--- src/rtl/bt656_line_packetizer.sv ---
// BT656 active-video line packetizer: strips timing codes and writes each active line
// into the downstream FIFO as a 4-byte header plus ACTIVE_BYTES payload, only when it fits whole.
module bt656_line_packetizer #(
  parameter int unsigned ACTIVE_BYTES = 1440,
  parameter int unsigned FREE_W       = 12,
  parameter logic [7:0]  SYNC_BYTE    = 8'hA5
) (
  input  logic              clk,
  input  logic              rst_n,
  input  logic              enable,
  input  logic              err_clr,
  input  logic [7:0]        bt656_in,
  input  logic [FREE_W-1:0] fifo_free,
  output logic              fifo_wr_en,
  output logic [7:0]        fifo_wr_data,
  output logic [7:0]        frame_cnt,
  output logic [15:0]       drop_cnt,
  output logic              short_err
);

  localparam logic [FREE_W-1:0] PKT_BYTES = FREE_W'(ACTIVE_BYTES + 4);
  localparam logic [10:0]       LAST_IDX  = 11'(ACTIVE_BYTES - 1);

  typedef enum logic [2:0] {IDLE, HDR, PAY, PAD, DROP} state_t;

  state_t      state_r, state_nxt_s;
  logic [7:0]  s0_r, s1_r, s2_r, s3_r;
  logic [1:0]  hdr_idx_r, hdr_idx_nxt_s;
  logic [10:0] byte_cnt_r, byte_cnt_nxt_s;
  logic [10:0] line_cnt_r, hdr_line_r;
  logic        hdr_f_r, prev_f_r;
  logic        wr_en_r, wr_en_nxt_s;
  logic [7:0]  wr_data_r, wr_data_nxt_s;
  logic [7:0]  frame_cnt_r;
  logic [15:0] drop_cnt_r;
  logic        short_err_r;
  logic        drop_inc_s, short_set_s;

  logic win_s, code_f_s, code_v_s, code_h_s, sav_go_s, fits_s;

  assign win_s    = (s3_r == 8'hFF) && (s2_r == 8'h00) && (s1_r == 8'h00) && s0_r[7];
  assign code_f_s = s0_r[6];
  assign code_v_s = s0_r[5];
  assign code_h_s = s0_r[4];
  assign sav_go_s = win_s && !code_h_s && !code_v_s && enable;
  assign fits_s   = (fifo_free >= PKT_BYTES);

  // Next-state and write decision; DROP behaves like IDLE on the window that ends it.
  always_comb begin
    state_nxt_s    = state_r;
    wr_en_nxt_s    = 1'b0;
    wr_data_nxt_s  = 8'h00;
    byte_cnt_nxt_s = byte_cnt_r;
    hdr_idx_nxt_s  = hdr_idx_r;
    drop_inc_s     = 1'b0;
    short_set_s    = 1'b0;
    case (state_r)
      IDLE, DROP: begin
        if ((state_r == IDLE) || win_s) begin
          if (sav_go_s) begin
            if (fits_s) begin
              state_nxt_s   = HDR;
              wr_en_nxt_s   = 1'b1;
              wr_data_nxt_s = SYNC_BYTE;
              hdr_idx_nxt_s = 2'd1;
            end else begin
              state_nxt_s = DROP;
              drop_inc_s  = 1'b1;
            end
          end else begin
            state_nxt_s = IDLE;
          end
        end else begin
          state_nxt_s = DROP;
        end
      end
      HDR: begin
        wr_en_nxt_s   = 1'b1;
        hdr_idx_nxt_s = hdr_idx_r + 2'd1;
        case (hdr_idx_r)
          2'd1:    wr_data_nxt_s = frame_cnt_r;
          2'd2:    wr_data_nxt_s = {hdr_f_r, 4'b0000, hdr_line_r[10:8]};
          default: wr_data_nxt_s = hdr_line_r[7:0];
        endcase
        if (hdr_idx_r == 2'd3) begin
          state_nxt_s    = PAY;
          byte_cnt_nxt_s = 11'd0;
        end else begin
          state_nxt_s = HDR;
        end
      end
      PAY: begin
        wr_en_nxt_s    = 1'b1;
        byte_cnt_nxt_s = byte_cnt_r + 11'd1;
        if (win_s) begin
          // Premature code: keep the packet length fixed by padding with zeros.
          wr_data_nxt_s = 8'h00;
          short_set_s   = 1'b1;
          if (byte_cnt_r == LAST_IDX) begin
            state_nxt_s = IDLE;
          end else begin
            state_nxt_s = PAD;
          end
        end else begin
          wr_data_nxt_s = s3_r;
          if (byte_cnt_r == LAST_IDX) begin
            state_nxt_s = IDLE;
          end else begin
            state_nxt_s = PAY;
          end
        end
      end
      PAD: begin
        wr_en_nxt_s    = 1'b1;
        wr_data_nxt_s  = 8'h00;
        byte_cnt_nxt_s = byte_cnt_r + 11'd1;
        if (byte_cnt_r == LAST_IDX) begin
          state_nxt_s = IDLE;
        end else begin
          state_nxt_s = PAD;
        end
      end
      default: begin
        state_nxt_s = IDLE;
      end
    endcase
  end

  // Byte pipe, FSM state and registered write port.
  always_ff @(posedge clk or negedge rst_n) begin
    if (!rst_n) begin
      s0_r       <= 8'h00;
      s1_r       <= 8'h00;
      s2_r       <= 8'h00;
      s3_r       <= 8'h00;
      state_r    <= IDLE;
      hdr_idx_r  <= 2'd0;
      byte_cnt_r <= 11'd0;
      wr_en_r    <= 1'b0;
      wr_data_r  <= 8'h00;
    end else begin
      s0_r       <= bt656_in;
      s1_r       <= s0_r;
      s2_r       <= s1_r;
      s3_r       <= s2_r;
      state_r    <= state_nxt_s;
      hdr_idx_r  <= hdr_idx_nxt_s;
      byte_cnt_r <= byte_cnt_nxt_s;
      wr_en_r    <= wr_en_nxt_s;
      wr_data_r  <= wr_data_nxt_s;
    end
  end

  // Field/line tracking on every code window, independent of FSM state.
  always_ff @(posedge clk or negedge rst_n) begin
    if (!rst_n) begin
      prev_f_r    <= 1'b0;
      frame_cnt_r <= 8'h00;
      line_cnt_r  <= 11'd0;
      hdr_line_r  <= 11'd0;
      hdr_f_r     <= 1'b0;
    end else if (win_s) begin
      prev_f_r <= code_f_s;
      if (prev_f_r && !code_f_s) begin
        frame_cnt_r <= frame_cnt_r + 8'd1;
      end
      if (code_v_s) begin
        line_cnt_r <= 11'd0;
      end else if (!code_h_s) begin
        hdr_line_r <= line_cnt_r;
        hdr_f_r    <= code_f_s;
        line_cnt_r <= line_cnt_r + 11'd1;
      end
    end
  end

  // Error/status counters; err_clr overrides a coincident increment.
  always_ff @(posedge clk or negedge rst_n) begin
    if (!rst_n) begin
      drop_cnt_r  <= 16'h0000;
      short_err_r <= 1'b0;
    end else if (err_clr) begin
      drop_cnt_r  <= 16'h0000;
      short_err_r <= 1'b0;
    end else begin
      if (drop_inc_s && (drop_cnt_r != 16'hFFFF)) begin
        drop_cnt_r <= drop_cnt_r + 16'd1;
      end
      if (short_set_s) begin
        short_err_r <= 1'b1;
      end
    end
  end

  assign fifo_wr_en   = wr_en_r;
  assign fifo_wr_data = wr_data_r;
  assign frame_cnt    = frame_cnt_r;
  assign drop_cnt     = drop_cnt_r;
  assign short_err    = short_err_r;

endmodule
--- config.mk ---
export PLATFORM = sky130hd
export DESIGN_NAME = bt656_line_packetizer
export DESIGN_NICKNAME = d
export VERILOG_FILES = /design/src/rtl/bt656_line_packetizer.sv
export SDC_FILE = /design/constraint.sdc
export NUM_CORES = 1
export LEC_CHECK = 0
export ABC_AREA = 1
export CORE_ASPECT_RATIO = 2
export CORE_MARGIN = 10
export CORE_UTILIZATION = 25
export DETAILED_ROUTE_END_ITERATION = 16
export PLACE_DENSITY = 0.51
export SLEW_MARGIN = 20
export SYNTH_ARGS = -nofsm -noshare
export SYNTH_HDL_FRONTEND = slang
export SYNTH_SLANG_ARGS = --single-unit
--- constraint.sdc ---
create_clock -name clk -period 4.2 [get_ports clk]
set_clock_uncertainty 0.1 [all_clocks]
set_input_delay 0.84 -clock clk [delete_from_list [all_inputs] [get_ports clk]]
set_output_delay 0.84 -clock clk [all_outputs]
set_load 0.01 [all_outputs]
==> results.json <==
{
  "antenna_cells": 0,
  "synth_most_common_cell": "nand2_1",
  "yosys_warnings": 0,
  "core-area_um2": 20400,
  "cts.sinks": 106,
  "setup_viol_count_final": 0,
  "crit_arrival_ns": 2.58,
  "grt_pass1_wl_um": 21400,
  "die_y_um": 223,
  "peakVddDrop_mv": 0.171,
  "p_per_area_nw_per_um2": 333,
  "place_congestion": 0.821,
  "hold_path.class": "reg2reg",
  "vias": 4066,
  "fin_crit_ns": 2.40,
  "maxCapViolCount": 0,
  "initial_core_util": 0.252,
  "fin_util": 0.310,
  "die_area_um2": 27000,
  "worstPathCellList": "clkdlybuf4s50_1 -> inv_1 -> nand2_1 -> nor2_1 -> nand2_1 -> nand2_1 -> nor2_1 -> nand4_4 -> nor2_4 -> nand3_1 -> nand2_1",
  "wl_um": 12800,
  "die_w_um": 121,
  "netlist_area_um2": 5140,
  "cpPeakStageDelay_ns": 0.48,
  "htree_num_levels": 3,
  "tns_ns": 0,
  "p_leak_nw": 2.95,
  "path_max_fanout": 16,
  "slowest_stage": "clkdlybuf4s50_1",
  "worstPathRequired_ns": 4.38,
  "clk_pin_slew_ns": 0.07,
  "grt_antenna_before_repair": 0,
  "dp_hpwl_um": 10000,
  "cts_setup_buffers": 0,
  "synthDominantCellAreaShare": 0.516,
  "syn_nets": 636,
  "clkLatencyLatePin_ns": 0.35,
  "tightest_slew_ns": 0.945,
  "antenna_left": 0,
  "drtIter0Drc": 226,
  "status": "completed",
  "cts_buffer_depth": 2,
  "io_buffer_count": 55,
  "synth_area_leader_cell": "dfrtp_1",
  "cts_buffers": 9,
  "max_freq_mhz": 417,
  "synth.distinct_cells": 34,
  "avgSynthCellArea_um2": 8.50,
  "postCtsHoldBufs": 0,
  "cts_tree": "built",
  "seq_area_frac_synth": 0.516,
  "grt_pass1_vias": 4260,
  "io-pin-count": 58,
  "synth_edf_count": 0,
  "grt_max_degree": 63,
  "root_buffer": "clkbuf_16",
  "groute.usage.overall": 0.0992,
  "drive_gt1_frac": 0.0722,
  "drt_pass1_iterations": 4,
  "hold_violations": 0,
  "globalRoute.totalOverflow": 0,
  "synth_flop_cell": "dfrtp_1",
  "cp-end-kind": "flop",
  "fillerInstances": 2202,
  "async_reset_ff_frac": 1.00,
  "report.final.slew_viol_count": 0,
  "synth_cells": 605,
  "syn_to_final_growth_pct": 23.0,
  "setup.worst_path.start_class": "input port",
  "critPathMostFrequentCell": "nand2_1",
  "vias_per_cell": 4.37,
  "final_nets": 692,
  "rows": 74,
  "drc": 0,
  "synth-seq-cells": 106,
  "rsz0062_at_grt": "false",
  "hold_slack_ns": 0.247,
  "finalCritPeriodShare": 0.571,
  "wl_per_cell_um": 13.8,
  "synth_commonest_cells": "nand2_1, dfrtp_1, inv_1",
  "netlist_top_cells_area": "dfrtp_1, nand2_1, inv_1",
  "postCtsResizedCells": 0,
  "slew-limit-headroom": 0.369,
  "r2r_slack_ns": 1.87,
  "critPathKind": "in2reg"
}
-- registers in the layout, summed over array words and instances, names as in the netlist --
name	flops
prev_f_r	1
fifo_wr_en	1
line_cnt_r	11
s2_r	8
s1_r	8
hdr_f_r	1
frame_cnt	8
s0_r	8
hdr_idx_r	2
drop_cnt	16
state_r	3
fifo_wr_data	8
short_err	1
hdr_line_r	11
s3_r	8
byte_cnt_r	11
-- path summary, 6_finish.rpt --
path | start | end | cells after the start
max | fifo_free[9] | drop_cnt[5]$_DFFE_PN0P_ | 11
min | s0_r[0]$_DFF_PN0_ | s1_r[0]$_DFF_PN0_ | 0
max reg2reg | s0_r[4]$_DFF_PN0_ | hdr_idx_r[0]$_DFFE_PN0P_ | 7
min reg2reg | s0_r[0]$_DFF_PN0_ | s1_r[0]$_DFF_PN0_ | 0
max in group asynchronous | rst_n | drop_cnt[11]$_DFFE_PN0P_ | 2
min in group asynchronous | rst_n | s0_r[2]$_DFF_PN0_ | 1
-- cells in the final DEF (no fill, tap or decap), drive strengths merged, types with 11 or more instances in the layout --
master	instances
clkdlybuf4s50	54
nand3	70
clkbuf	11
nor2	61
nand2	124
inv	96
o21ai	40
xor2	20
a21oi	15
nand4	12
dfrtp	106
-- layer usage --
metal	wire length, µm	up-vias	GRT usage
met5	0	-	0
met4	425	0	0.0530
met3	412	22	0.0180
met2	7460	49	0.192
met1	4520	1935	0.0928
li1	-	2060	-
-- worst max-delay path, delay by kind of cell --
family | cells | cell delay, ns
buffers and inverters | 2 | 0.52
AND/OR/NAND/NOR | 9 | 1.21
-- where the power goes --
part / internal [mW] / leakage [nW] / switching, mW
clock network: 0.613 / 0.172 / 0.376
registers: 1.04 / 1.40 / 0.0117
logic: 0.0261 / 1.39 / 0.0446
-- final cells by class --
class	instances	area, µm²	share of cell area
Sequential cell	106	2650	0.420
Multi-Input combinational cell	391	2050	0.325
Timing Repair Buffer	56	568	0.0898
Inverter	97	364	0.0576
Tap cell	266	333	0.0526
Clock buffer	11	253	0.0400
Clock inverter	4	98.8	0.0156
-- cell families (layout without fill, tap and decap cells) --
kind of cell	count (synthesis)	in the layout	share of synthesized area
adder cells (fa/ha/maj)	7	7	0.0170
flip-flops	106	106	0.516
XOR/XNOR	26	26	0.0443
AO/OA/AOI/OAI	76	76	0.0823
buffers and inverters	108	168	0.0845
AND/OR/NAND/NOR	282	282	0.256
-- through the flow --
stage | instances | power [mW] | cell area (µm²) | setup slack (ns)
2_1_floorplan | 605 | 1.09 | 5140 | 2.18
3_3_place_gp | 916 | 1.14 | 5970 | 1.39
3_5_place_dp | 916 | 1.14 | 5970 | 1.37
4_1_cts | 931 | 2.14 | 6320 | 1.74
5_1_grt | 931 | 2.18 | 6320 | 1.59
6_report | 931 | 2.11 | 6320 | 1.80
No activity file was read; power rests on OpenSTA's default activity.
